File: config.mk
export PLATFORM = sky130hd
export DESIGN_NAME = stopwatch_time_core
export DESIGN_NICKNAME = d
export VERILOG_FILES = /design/src/rtl/stopwatch_pkg.sv /design/src/rtl/bcd_digit_step.sv /design/src/rtl/stopwatch_time_core.sv
export SDC_FILE = /design/constraint.sdc
export NUM_CORES = 1
export LEC_CHECK = 0
export CAP_MARGIN = 0
export CORE_MARGIN = 3
export CORE_UTILIZATION = 54
export CTS_BUF_LIST = sky130_fd_sc_hd__clkbuf_2 sky130_fd_sc_hd__clkbuf_4 sky130_fd_sc_hd__clkbuf_8
export CTS_CLUSTER_DIAMETER = 80
export DETAILED_ROUTE_END_ITERATION = 8
export PLACE_DENSITY = 0.79
export SLEW_MARGIN = 20
export SYNTH_ARGS = -nofsm -noshare
export SYNTH_HDL_FRONTEND = slang
export SYNTH_SLANG_ARGS = --single-unit
File: constraint.sdc
create_clock -name clk -period 8 [get_ports clk]
set_input_delay 0.8 -clock clk [delete_from_list [all_inputs] [get_ports clk]]
set_output_delay 0.8 -clock clk [all_outputs]
set_load 0.05 [all_outputs]
File: src/rtl/stopwatch_pkg.sv
`default_nettype none
// ============================================================================
//  Module      : stopwatch_pkg
//  Description : Shared types and digit limits for the stopwatch time core.
//                bcd_t is one BCD digit. state_t is the IDLE/RUN/PAUSED
//                control state.
//  Revision    : 1.0  initial release
// ============================================================================
package stopwatch_pkg;

    typedef logic [3:0] bcd_t;

    typedef enum logic [1:0] {
        IDLE   = 2'd0,
        RUN    = 2'd1,
        PAUSED = 2'd2
    } state_t;

    localparam bcd_t SEC_LO_MAX = 4'd9;
    localparam bcd_t SEC_HI_MAX = 4'd5;
    localparam bcd_t MIN_LO_MAX = 4'd9;
    localparam bcd_t MIN_HI_MAX = 4'd5;

endpackage
`default_nettype wire

File: src/rtl/bcd_digit_step.sv
`default_nettype none
// ============================================================================
//  Module      : bcd_digit_step
//  Description : Combinational single-digit add/subtract with carry/borrow.
//                The digit counts modulo (i_max+1).
//                Ports: i_digit  current digit (0..i_max)
//                       i_amount value to add/subtract (0..9)
//                       i_max    largest legal digit value
//                       i_down   0 = add, 1 = subtract
//                       i_carry  carry/borrow from the lower digit
//                       o_digit  resulting digit
//                       o_carry  carry/borrow to the higher digit
//  Revision    : 1.0  initial release
// ============================================================================
module bcd_digit_step
    import stopwatch_pkg::*;
(
    input  logic [3:0] i_digit,
    input  logic [3:0] i_amount,
    input  logic [3:0] i_max,
    input  logic       i_down,
    input  logic       i_carry,
    output logic [3:0] o_digit,
    output logic       o_carry
);

    logic [4:0] w_sum;
    logic [4:0] w_need;

    always_comb begin
        w_sum   = {1'b0, i_digit} + {1'b0, i_amount} + {4'd0, i_carry};
        w_need  = {1'b0, i_amount} + {4'd0, i_carry};
        o_digit = i_digit;
        o_carry = 1'b0;
        if (i_down) begin
            // A borrow adds one full digit period (i_max+1). The sum is at most 19,
            // so one adjustment is always enough.
            if ({1'b0, i_digit} < w_need) begin
                o_digit = 4'({1'b0, i_digit} + {1'b0, i_max} + 5'd1 - w_need);
                o_carry = 1'b1;
            end else begin
                o_digit = 4'({1'b0, i_digit} - w_need);
            end
        end else begin
            if (w_sum > {1'b0, i_max}) begin
                o_digit = 4'(w_sum - {1'b0, i_max} - 5'd1);
                o_carry = 1'b1;
            end else begin
                o_digit = 4'(w_sum);
            end
        end
    end

endmodule
`default_nettype wire

File: src/rtl/stopwatch_time_core.sv
`default_nettype none
// ============================================================================
//  Module      : stopwatch_time_core
//  Description : Holds the MM:SS value as four BCD digits. Runs the
//                IDLE/RUN/PAUSED control machine and a cycle prescaler. Every
//                TICK_DIV RUN cycles it steps the value by STEP seconds, up or
//                down.
//                Inputs : clk, rst (sync, active high), start, stop, clear,
//                         dir_down, load, load_val[15:0] {mh,ml,sh,sl}
//                Outputs: sec_lo, sec_hi, min_lo, min_hi, running, tick,
//                         wrap, done, load_err (all registered)
//  Revision    : 1.0  initial release
// ============================================================================
module stopwatch_time_core
    import stopwatch_pkg::*;
#(
    parameter int TICK_DIV = 100,
    parameter int STEP     = 1
) (
    input  logic        clk,
    input  logic        rst,
    input  logic        start,
    input  logic        stop,
    input  logic        clear,
    input  logic        dir_down,
    input  logic        load,
    input  logic [15:0] load_val,
    output logic [3:0]  sec_lo,
    output logic [3:0]  sec_hi,
    output logic [3:0]  min_lo,
    output logic [3:0]  min_hi,
    output logic        running,
    output logic        tick,
    output logic        wrap,
    output logic        done,
    output logic        load_err
);

    localparam int                c_pres_w = $clog2(TICK_DIV);
    localparam logic [c_pres_w-1:0] c_last = c_pres_w'(TICK_DIV - 1);
    localparam bcd_t              c_step   = bcd_t'(STEP);

    state_t              r_state;
    logic [c_pres_w-1:0] r_pres;
    bcd_t                r_digit [4];   // index 0 = sec_lo ... 3 = min_hi
    logic                r_running, r_tick, r_wrap, r_done, r_load_err;

    bcd_t w_max  [4];
    bcd_t w_amt  [4];
    bcd_t w_next [4];
    logic w_c    [5];
    logic w_load_ok;
    logic w_reach_zero;

    assign w_max[0] = SEC_LO_MAX;
    assign w_max[1] = SEC_HI_MAX;
    assign w_max[2] = MIN_LO_MAX;
    assign w_max[3] = MIN_HI_MAX;
    assign w_amt[0] = c_step;
    assign w_amt[1] = 4'd0;
    assign w_amt[2] = 4'd0;
    assign w_amt[3] = 4'd0;
    assign w_c[0]   = 1'b0;

    // Ripple chain: sec_lo takes STEP. The higher digits only take carry/borrow.
    for (genvar gi = 0; gi < 4; gi++) begin : g_step
        bcd_digit_step u_step (
            .i_digit  (r_digit[gi]),
            .i_amount (w_amt[gi]),
            .i_max    (w_max[gi]),
            .i_down   (dir_down),
            .i_carry  (w_c[gi]),
            .o_digit  (w_next[gi]),
            .o_carry  (w_c[gi+1])
        );
    end

    assign w_load_ok = (load_val[3:0]   <= SEC_LO_MAX) && (load_val[7:4]   <= SEC_HI_MAX) &&
                       (load_val[11:8]  <= MIN_LO_MAX) && (load_val[15:12] <= MIN_HI_MAX);

    // A borrow out of min_hi means total < STEP. An all-zero result means
    // total == STEP. In both cases the count-down has finished.
    assign w_reach_zero = w_c[4] ||
                          ((w_next[0] == 4'd0) && (w_next[1] == 4'd0) &&
                           (w_next[2] == 4'd0) && (w_next[3] == 4'd0));

    always_ff @(posedge clk) begin
        if (rst) begin
            r_state    <= IDLE;
            r_pres     <= '0;
            r_digit    <= '{default: 4'd0};
            r_running  <= 1'b0;
            r_tick     <= 1'b0;
            r_wrap     <= 1'b0;
            r_done     <= 1'b0;
            r_load_err <= 1'b0;
        end else begin
            r_tick     <= 1'b0;
            r_wrap     <= 1'b0;
            r_done     <= 1'b0;
            r_load_err <= 1'b0;
            if (clear) begin
                r_state   <= IDLE;
                r_running <= 1'b0;
                r_pres    <= '0;
                r_digit   <= '{default: 4'd0};
            end else if (load) begin
                // A load request occupies the whole cycle, even when it is
                // rejected. The prescaler does not advance on that cycle.
                if ((r_state != RUN) && w_load_ok) begin
                    r_digit[0] <= load_val[3:0];
                    r_digit[1] <= load_val[7:4];
                    r_digit[2] <= load_val[11:8];
                    r_digit[3] <= load_val[15:12];
                    r_pres     <= '0;
                end else begin
                    r_load_err <= 1'b1;
                end
            end else begin
                case (r_state)
                    RUN: begin
                        if (stop) begin
                            r_state   <= PAUSED;
                            r_running <= 1'b0;
                        end else if (r_pres == c_last) begin
                            r_pres <= '0;
                            r_tick <= 1'b1;
                            if (dir_down && w_reach_zero) begin
                                r_digit   <= '{default: 4'd0};
                                r_done    <= 1'b1;
                                r_state   <= IDLE;
                                r_running <= 1'b0;
                            end else begin
                                r_digit <= w_next;
                                r_wrap  <= !dir_down && w_c[4];
                            end
                        end else begin
                            r_pres <= r_pres + 1'b1;
                        end
                    end
                    IDLE, PAUSED: begin
                        if (start && !stop) begin
                            r_state   <= RUN;
                            r_running <= 1'b1;
                        end
                    end
                    default: begin
                        r_state   <= IDLE;
                        r_running <= 1'b0;
                    end
                endcase
            end
        end
    end

    assign sec_lo   = r_digit[0];
    assign sec_hi   = r_digit[1];
    assign min_lo   = r_digit[2];
    assign min_hi   = r_digit[3];
    assign running  = r_running;
    assign tick     = r_tick;
    assign wrap     = r_wrap;
    assign done     = r_done;
    assign load_err = r_load_err;

endmodule
`default_nettype wire

==> results of run 1 <==
final cells by class:
type | instances | area share
well taps | 70 | 0.0242
repair buffers | 47 | 0.127
flip-flops and latches | 30 | 0.166
multi-input cells | 318 | 0.625
inverters | 30 | 0.0311
clock inverters | 1 | 0.00138
clock buffers | 7 | 0.0249
worst max-delay path: cells and delay by family, from the launching register on:
| kind | cells | cell delay, ns |
|---|---|---|
| flops | 1 | 0.42 |
| simple gates | 7 | 1.37 |
| xor+xnor | 2 | 0.36 |
| fa+ha+maj | 10 | 2.50 |
| compound gates | 11 | 2.37 |
| buf+inv | 4 | 0.40 |
routing by layer:
layer / GRT usage / up-vias / wire, µm
li1: - / 1528 / -
met1: 0.323 / 1441 / 3600
met2: 0.415 / 87 / 3850
met3: 0.0277 / 14 / 388
met4: 0.0659 / 0 / 105
met5: 0 / - / 0
timing repair:
item / in CTS / in global routing
setup endpoints to repair: 14 / 15
resized for setup: 2 / 16
pin swaps: 0 / 0
metrics by stage:
step / total power [mW] / cell area (µm²)
after detailed placement: 0.214 / 3470
after CTS: 0.343 / 3570
after global routing: 0.355 / 3620
after floorplan: 0.192 / 3040
final: 0.342 / 3620
after global placement: 0.213 / 3470
registers in the layout, summed over array words and instances, names as in the netlist, 2 cells and up:
register / count
r_pres: 7
min_hi: 4
min_lo: 4
sec_hi: 4
sec_lo: 4
r_state: 2
Yosys cell counts (4+ instances only):
master and count:
nand2b_1 7, mux2i_1 7, and3_1 7, inv_1 30, a21oi_1 29, nor3b_1 5, nand3_1 22, a211oi_1 4
xnor2_1 12, buf_2 8, clkbuf_1 8, nor4_1 5, xor2_1 5, dfxtp_1 30, a31o_2 4, a211o_1 4
nor2b_1 5, nor2_1 33, ha_1 33, nor3_1 11, o21ai_0 18, nand2_1 30, a221oi_1 4, a31oi_1 6
a31o_1 10
worst paths after layout:
check	cells past startpoint	to	slack, ns	from
worst min register to register	2	r_pres[6]$_SDFFE_PP0P_	0.52	r_pres[6]$_SDFFE_PP0P_
worst max register to register	34	r_state[0]$_SDFFE_PP0P_	0.51	sec_lo[0]$_SDFFE_PP0P_
worst max-delay path	34	r_state[0]$_SDFFE_PP0P_	0.51	sec_lo[0]$_SDFFE_PP0P_
worst min-delay path	2	r_pres[6]$_SDFFE_PP0P_	0.52	r_pres[6]$_SDFFE_PP0P_
cells by family (layout without fill, tap and decap cells):
kind of cell	Yosys count	in the layout	share of synthesized area
mux	7	7	0.0230
simple gates	146	146	0.251
fa+ha+maj	33	33	0.136
compound gates	115	115	0.266
xor+xnor	17	17	0.0489
buf+inv	53	85	0.0773
flops	30	30	0.197
power breakdown:
| part | total, mW | internal (mW) | switching [mW] |
|---|---|---|---|
| Clock | 0.130 | 0.0727 | 0.0570 |
| Combinational | 0.0605 | 0.0261 | 0.0344 |
| Sequential | 0.151 | 0.150 | 0.00119 |
==> run_results.csv, run 1 <==
group,metric,value,unit
synthesis,async_reset_ff_frac,0,
synthesis,ys_seq_area_frac,0.197,
synthesis,syn_avg_cell_area,7.59,µm²
sta,setup_ws,0.509,ns
clocking,cts_buffers,5,
sta,finalSetupTns,0,ns
sta,drv_slew,0,
die,ios,44,
clocking,insertion_delay,0.28,ns
global_routing,grt_pass1_wl,12800,µm
cells_and_area,drive_gt1_frac,0.0970,
cells_and_area,utilization,0.688,
die,start_util,0.577,
power,power.leakage,1.36,nW
die,fp.dieW,81.1,µm
synthesis,syn_area,3040,µm²
clocking,clkSlewWorstSetupHoldPaths,0.06,ns
sta,fmax,133,MHz
cells_and_area,fillers,454,
place,io_buffers,43,
synthesis,synth_fp_nets,457,
clocking,cts_buffer_depth,2,
global_routing,antenna_found_initial,0,
synthesis,ys_seq_elements,30,
die,design.die.area,6570,µm²
detailed_routing,wl_per_cell,15.8,µm
sta,tightest_slew,0.909,ns
cells_and_area,ff_latch_area,603,µm²
sta,hold_violations,0,
place,place_hpwl,5970,µm
sta,rsz0062_at_grt,"no",
critical_path,worst_path_most_repeated_cell,"ha_2",
power,ir_drop,0.0000772,V
sta,finalSetupViolations,0,
cells_and_area,nets,488,
detailed_routing,drt_first_pass_iters,5,
flow_run,drv_cap,0,
cells_and_area,area_growth,19.1,%
clocking,cts_root_buffer,"clkbuf_8",
global_routing,grt_usage,0.243,
die,core_area,5270,µm²
synthesis,synth_cells,401,
sta,whs,0.517,ns
critical_path,crit_fanout,13,
detailed_routing,drc,0,
cells_and_area,layout_common_cells,"clkdlybuf4s50_1 (43), nor2_1 (33), nand2_1 (30), inv_1 (30)",
die,dieHeight,81.1,µm
detailed_routing,vias,3070,
synthesis,synth_top_flop_cell,"dfxtp_1",
synthesis,synth.distinct_cells,70,
outcome,status,"finished, final reports clean",
sta,slew_headroom,0.392,
critical_path,cp.arrival,7.72,ns
sta,finalClockSkew,0.00339,ns
detailed_routing,drt_iter0_markers,232,
clocking,post_cts_buffers,0,
critical_path,cpMaxStageDelayCell,"dfxtp_2",
cells_and_area,diodes,0,
critical_path,critical_path_required,8.22,ns
detailed_routing,vias_per_cell,6.10,
die,num_rows,26,
detailed_routing,drt-total-wl,7950,µm
place,place_congestion,0.864,
critical_path,path_class,"register to register",
synthesis,netlist.area_leader.share,0.197,
synthesis,yosysWarnings,0,
synthesis,synth_edf_count,0,
synthesis,synth_top_cells_by_area,"dfxtp_1 (20%), ha_1 (14%), a21oi_1 (4.8%)",
cells_and_area,final_common_cell,"clkdlybuf4s50_1",
cells_and_area,instances_no_fill,503,
place,pre_cts_ws,-0.103,ns
clocking,ctsHoldBuffers,0,
sta,post-route-min-period,7.49,ns
place,placedCellCount,495,
global_routing,grt_max_degree,28,
global_routing,grt_pass1_vias,2751,
synthesis,yosysTopAreaCell,"dfxtp_1",
clocking,cts_tree,"done",
critical_path,crit_path_start_kind,"register",
clocking,htree_levels,2,
detailed_routing,drtAntennaViolNets,0,
min_path,hold_class,"register to register",
global_routing,grt-ovfl-total,0,
cells_and_area,multi_input_area,2260,µm²
critical_path,cp-end-kind,"register",
clocking,clock-sinks,30,
critical_path,critPathMaxStageDelay,0.42,ns
sta,timing.final.crit_share,0.936,
power,powerDensity,94.3,nW/µm²
(Power assumes the default switching activity.)
==> run 2, diff against run 1 <==
--- a/config.mk
+++ b/config.mk
@@ -7,11 +7,10 @@
 export LEC_CHECK = 0
 export CAP_MARGIN = 0
 export CORE_MARGIN = 3
-export CORE_UTILIZATION = 54
+export CORE_UTILIZATION = 33
 export CTS_BUF_LIST = sky130_fd_sc_hd__clkbuf_2 sky130_fd_sc_hd__clkbuf_4 sky130_fd_sc_hd__clkbuf_8
 export CTS_CLUSTER_DIAMETER = 80
 export DETAILED_ROUTE_END_ITERATION = 8
-export PLACE_DENSITY = 0.79
 export SLEW_MARGIN = 20
 export SYNTH_ARGS = -nofsm -noshare
 export SYNTH_HDL_FRONTEND = slang
==> run 2 against run 1 <==
Worst setup slack better by 0.059 ns. Non-clock buffer count up 3. Fmax is 0.79% higher. Critical endpoint is now min_lo[3]$_SDFFE_PP0P_. Global-route usage is 7.7 points lower. Largest power group unchanged. Count of clock-buffer cells in the layout unchanged.
==> run_results.csv, run 2 (synthesis results as in run 1) <==
group,metric,value,unit
outcome,status,"finished, final reports clean",
clocking,cts_buffers,5,
cells_and_area,fin_area,3690,µm²
place,post_dp_cell_area,3520,µm²
cells_and_area,utilization,0.417,
power,sequentialPowerShare,0.437,
sta,fmax,135,MHz
place,pre_cts_ws,-0.169,ns
global_routing,grt_pass1_wl,14000,µm
power,power_frac_comb,0.179,
clocking,htree_levels,2,
cells_and_area,nets,491,
die,core_area,8850,µm²
place,place_congestion,0.917,
detailed_routing,drtAntennaViolNets,0,
global_routing,grt_pass1_vias,2885,
cells_and_area,ff_latch_area,603,µm²
critical_path,critPathMaxStageDelay,0.42,ns
critical_path,cpMaxStageDelayCell,"dfxtp_2",
detailed_routing,drt_first_pass_iters,4,
detailed_routing,drt-total-wl,8550,µm
critical_path,crit_fanout,9,
min_path,hold_class,"register to register",
sta,tightest_slew,0.820,ns
cells_and_area,largest_reg_flops,7,
min_path,min_from,"r_pres[6]$_SDFFE_PP0P_",
cells_and_area,max_flop_register,"r_pres",
detailed_routing,vias_per_cell,5.67,
die,fp.dieW,102,µm
power,powerDensity,93.8,nW/µm²
sta,finalClockSkew,0.00622,ns
die,ios,44,
clocking,cts_tree,"done",
clocking,insertion_delay,0.28,ns
cells_and_area,multi_input_area,2260,µm²
clocking,clkSlewWorstSetupHoldPaths,0.07,ns
cells_and_area,drive_gt1_frac,0.106,
critical_path,cp.arrival,7.66,ns
clocking,clock-sinks,30,
sta,hold_violations,0,
clocking,cts_buffer_depth,2,
power,switchingPower,96.3,µW
sta,slew_headroom,0.451,
critical_path,reg2reg_from,"sec_lo[0]$_SDFFE_PP0P_",
flow_run,drv_cap,0,
sta,drv_slew,0,
detailed_routing,wl_per_cell,15.7,µm
global_routing,antenna_found_initial,0,
critical_path,cp-end-kind,"register",
critical_path,crit_family,"adder cells",
cells_and_area,final_common_cell,"clkdlybuf4s50_1",
die,start_util,0.344,
detailed_routing,vias,3084,
global_routing,grt_max_degree,31,
power,power,346,µW
power,power.leakage,1.37,nW
critical_path,path_class,"register to register",
die,design.die.area,10400,µm²
place,io_buffers,43,
sta,setup_ws,0.568,ns
power,intPower,250,µW
min_path,min_to,"r_pres[6]$_SDFFE_PP0P_",
critical_path,critical_path_required,8.23,ns
detailed_routing,drc,0,
critical_path,critical_path_buf_inv_count,4,
power,ir_drop,0.0000551,V
place,place_hpwl,6380,µm
power,p_clk_frac,0.383,
min_path,whs_path_depth,2,
critical_path,regToRegSetupSlack,0.57,ns
die,dieHeight,102,µm
critical_path,worst_path_most_repeated_cell,"ha_2",
critical_path,crit_path_start_kind,"register",
cells_and_area,fillers,919,
global_routing,grt_usage,0.165,
sta,post-route-min-period,7.43,ns
clocking,cts_root_buffer,"clkbuf_8",
sta,whs,0.496,ns
sta,timing.final.crit_share,0.929,
global_routing,grt-ovfl-total,0,
cells_and_area,layout_common_cells,"clkdlybuf4s50_1 (43), nor2_1 (33), nand2_1 (30), inv_1 (30)",
cells_and_area,area_growth,21.3,%
critical_path,r2r_end,"min_lo[3]$_SDFFE_PP0P_",
detailed_routing,drt_iter0_markers,195,
critical_path,reg2regPathDepth,34,
sta,finalSetupViolations,0,
cells_and_area,diodes,0,
power,switching_share,0.278,
die,num_rows,34,
## run 2: worst max path at each step
| stage | slack [ns] | from | cells after the start | endpoint |
|---|---|---|---|---|
| floorplan | 0.30 | sec_lo[0]$_SDFFE_PP0P_ | 36 | min_hi[1]$_SDFFE_PP0P_ |
| global placement | 0.1 | sec_lo[0]$_SDFFE_PP0P_ | 33 | r_state[0]$_SDFFE_PP0P_ |
| detailed placement | -0.17 | sec_lo[0]$_SDFFE_PP0P_ | 34 | r_state[0]$_SDFFE_PP0P_ |
| CTS | 0.07 | sec_lo[1]$_SDFFE_PP0P_ | 34 | min_hi[3]$_SDFFE_PP0P_ |
| global route | -0.03 | sec_lo[0]$_SDFFE_PP0P_ | 35 | sec_lo[1]$_SDFFE_PP0P_ |
| finish | 0.57 | sec_lo[0]$_SDFFE_PP0P_ | 34 | min_lo[3]$_SDFFE_PP0P_ |
## run 2: layout make-up
cell class / count / area share
flip-flops and latches: 30 / 0.163
clock inverters: 1 / 0.00136
repair buffers: 50 / 0.131
well taps: 108 / 0.0366
clock buffers: 7 / 0.0244
multi-input cells: 318 / 0.613
inverters: 30 / 0.0305
## run 2: power groups by stage
| stage | clock [mW] | sequential (mW) | combinational, mW |
|---|---|---|---|
| finish | 0.133 | 0.151 | 0.0620 |
| global route | 0.143 | 0.152 | 0.0684 |
| CTS | 0.135 | 0.151 | 0.0614 |
| detailed placement | 0 | 0.155 | 0.0606 |
| global placement | 0 | 0.155 | 0.0601 |
| floorplan | 0 | 0.157 | 0.0350 |
## run 2: routing by layer
| layer | up-vias | share of wire | GRT usage |
|---|---|---|---|
| li1 | 1536 | - | - |
| met1 | 1439 | 0.48 | 0.228 |
| met2 | 92 | 0.46 | 0.265 |
| met3 | 17 | 0.042 | 0.0246 |
| met4 | 0 | 0.022 | 0.0535 |
| met5 | - | 0 | 0 |
## run 2: repair_timing
action	4_1_cts	5_1_grt
hold buffers	0	0
pin swaps	0	1
setup buffers	3	0
gates resized for setup	4	16
endpoints found under the setup margin	14	15
## run 2: per-stage QoR
step,setup TNS [ns],std cells
2_1_floorplan,0,401
3_3_place_gp,0,533
3_5_place_dp,-1.92,533
4_1_cts,0,544
5_1_grt,-0.101,544
6_report,0,544
## run 2: worst min-delay path: stages, from the launching register on
cell	delay, ns
dfxtp_1	0.32
o21ai_0	0.07
a21oi_1	0.06
==> run 3, diff against run 2 <==
--- a/config.mk
+++ b/config.mk
@@ -11,6 +11,8 @@
 export CTS_BUF_LIST = sky130_fd_sc_hd__clkbuf_2 sky130_fd_sc_hd__clkbuf_4 sky130_fd_sc_hd__clkbuf_8
 export CTS_CLUSTER_DIAMETER = 80
 export DETAILED_ROUTE_END_ITERATION = 8
+export GPL_TIMING_DRIVEN = 0
+export SKIP_CTS_REPAIR_TIMING = 1
 export SLEW_MARGIN = 20
 export SYNTH_ARGS = -nofsm -noshare
 export SYNTH_HDL_FRONTEND = slang
==> run 3 against run 2 <==
Hold slack improved by 0.023 ns. Worst setup slack got worse by 0.13 ns. Non-clock buffer count grew 16. Flip-flop and latch count is the same. Fmax shrank 1.7%. Core utilization up 1.6 points. Clock power grew 16%. Global-route usage up 1.1 points. First-iteration DRC count rose by 2.6%. Wire length is 10% higher. Critical path type unchanged. Largest power group is now clock.
==> run_results.csv, run 3 (synthesis results as in run 1) <==
group,metric,value,unit
outcome,status,"finished, final reports clean",
detailed_routing,vias,3198,
cells_and_area,area_growth,25.9,%
die,ios,44,
critical_path,cp-end-kind,"register",
clocking,insertion_delay,0.29,ns
power,ir_drop,0.0000730,V
clocking,cts_tree,"done",
sta,post-route-min-period,7.56,ns
cells_and_area,max_flop_register,"r_pres",
sta,fmax,132,MHz
clocking,cts_buffer_depth,2,
detailed_routing,drt-total-wl,9420,µm
min_path,hold_class,"register to register",
cells_and_area,layout_common_cells,"clkdlybuf4s50_1 (41), nor2_1 (33), nand2_1 (30), inv_1 (30)",
cells_and_area,largest_reg_flops,7,
sta,tightest_slew,0.636,ns
sta,finalClockSkew,0.00713,ns
detailed_routing,drt_first_pass_iters,6,
detailed_routing,drt_iter0_markers,200,
detailed_routing,wl_per_cell,16.8,µm
clocking,cts_buffers,5,
cells_and_area,diodes,0,
sta,hold_violations,0,
cells_and_area,nets,507,
global_routing,grt_max_degree,12,
global_routing,antenna_found_initial,0,
power,powerDensity,96.8,nW/µm²
detailed_routing,route.met2.wl,4590,µm
critical_path,critical_path_required,8.23,ns
detailed_routing,drc,0,
place,place_hpwl,6960,µm
critical_path,critPathMaxStageDelay,0.52,ns
sta,finalSetupTns,0,ns
critical_path,worst_path_most_repeated_cell,"ha_1",
detailed_routing,drtAntennaViolNets,0,
place,place_congestion,0.864,
detailed_routing,m1WireLength,4250,µm
detailed_routing,wl_met3,466,µm
critical_path,crit_fanout,10,
global_routing,grt_pass1_wl,14800,µm
die,fp.dieW,102,µm
place,post_dp_cell_area,3590,µm²
power,power.leakage,1.43,nW
flow_run,drv_cap,0,
clocking,cts_root_buffer,"clkbuf_8",
sta,slew_headroom,0.575,
die,dieHeight,102,µm
critical_path,cpMaxStageDelayCell,"or4b_4",
die,num_rows,34,
cells_and_area,final_common_cell,"clkdlybuf4s50_1",
sta,finalSetupViolations,0,
die,core_area,8850,µm²
cells_and_area,drive_gt1_frac,0.131,
place,io_buffers,41,
detailed_routing,vias_per_cell,5.71,
sta,timing.final.crit_share,0.945,
die,start_util,0.344,
global_routing,grt_usage,0.176,
clocking,htree_levels,2,
global_routing,grt-ovfl-total,0,
global_routing,grt_pass1_vias,2941,
cells_and_area,fillers,920,
clocking,clkSlewWorstSetupHoldPaths,0.07,ns
critical_path,crit_path_start_kind,"register",
die,design.die.area,10400,µm²
cells_and_area,fin_area,3830,µm²
critical_path,cp.arrival,7.79,ns
sta,drv_slew,0,
clocking,clock-sinks,30,
critical_path,path_class,"register to register",
detailed_routing,top_layer,"met4",
## run 3: metal layers
layer  vias to the layer above  GRT usage
li1                       1568          -
met1                      1527      0.243
met2                        94      0.289
met3                         9     0.0287
met4                         0     0.0373
met5                         -          0
## run 3: worst paths after layout
check,start,endpoint,slack [ns],depth (start not counted)
min,r_pres[6]$_SDFFE_PP0P_,r_pres[6]$_SDFFE_PP0P_,0.52,2
max reg2reg,sec_lo[0]$_SDFFE_PP0P_,sec_hi[0]$_SDFFE_PP0P_,0.44,34
min reg2reg,r_pres[6]$_SDFFE_PP0P_,r_pres[6]$_SDFFE_PP0P_,0.52,2
max,sec_lo[0]$_SDFFE_PP0P_,sec_hi[0]$_SDFFE_PP0P_,0.44,34
## run 3: per-stage QoR
stage / std cells / setup slack (ns) / power (mW) / util / hold WS, ns
final: 560 / 0.436 / 0.371 / 0.433 / 0.519
after global routing: 560 / -0.0556 / 0.385 / 0.433 / 0.566
after CTS: 558 / -0.633 / 0.372 / 0.418 / 0.520
after detailed placement: 550 / -0.580 / 0.218 / 0.406 / 0.511
after global placement: 550 / -0.429 / 0.217 / 0.406 / 0.475
after floorplan: 401 / 0.300 / 0.192 / - / 0.458
## run 3: critical path, delay by kind of cell, from the launching register on
kind                     cells  cell delay [ns]
AND/OR/NAND/NOR              7             1.36
XOR/XNOR                     1             0.25
flip-flops                   1             0.41
adder cells (fa/ha/maj)      9             2.27
AO/OA/AOI/OAI               12             2.63
buffers and inverters        5             0.57
## run 3: final cells by class
cell class	count	area (µm²)	share of cell area
Clock inverter	3	40.0	0.0104
Clock buffer	5	68.8	0.0180
Multi-Input combinational cell	318	2320	0.605
Timing Repair Buffer	44	433	0.113
Tap cell	108	135	0.0353
Buffer	22	119	0.0310
Inverter	30	113	0.0294
Sequential cell	30	606	0.158
## run 3: report_power, final
group          internal (mW)  switching (mW)  total (mW)  leakage [nW]
logic                 0.0278          0.0383      0.0662          1.13
registers              0.150         0.00101       0.151         0.243
clock network         0.0916          0.0625       0.154        0.0579
total                  0.269           0.102       0.371          1.43
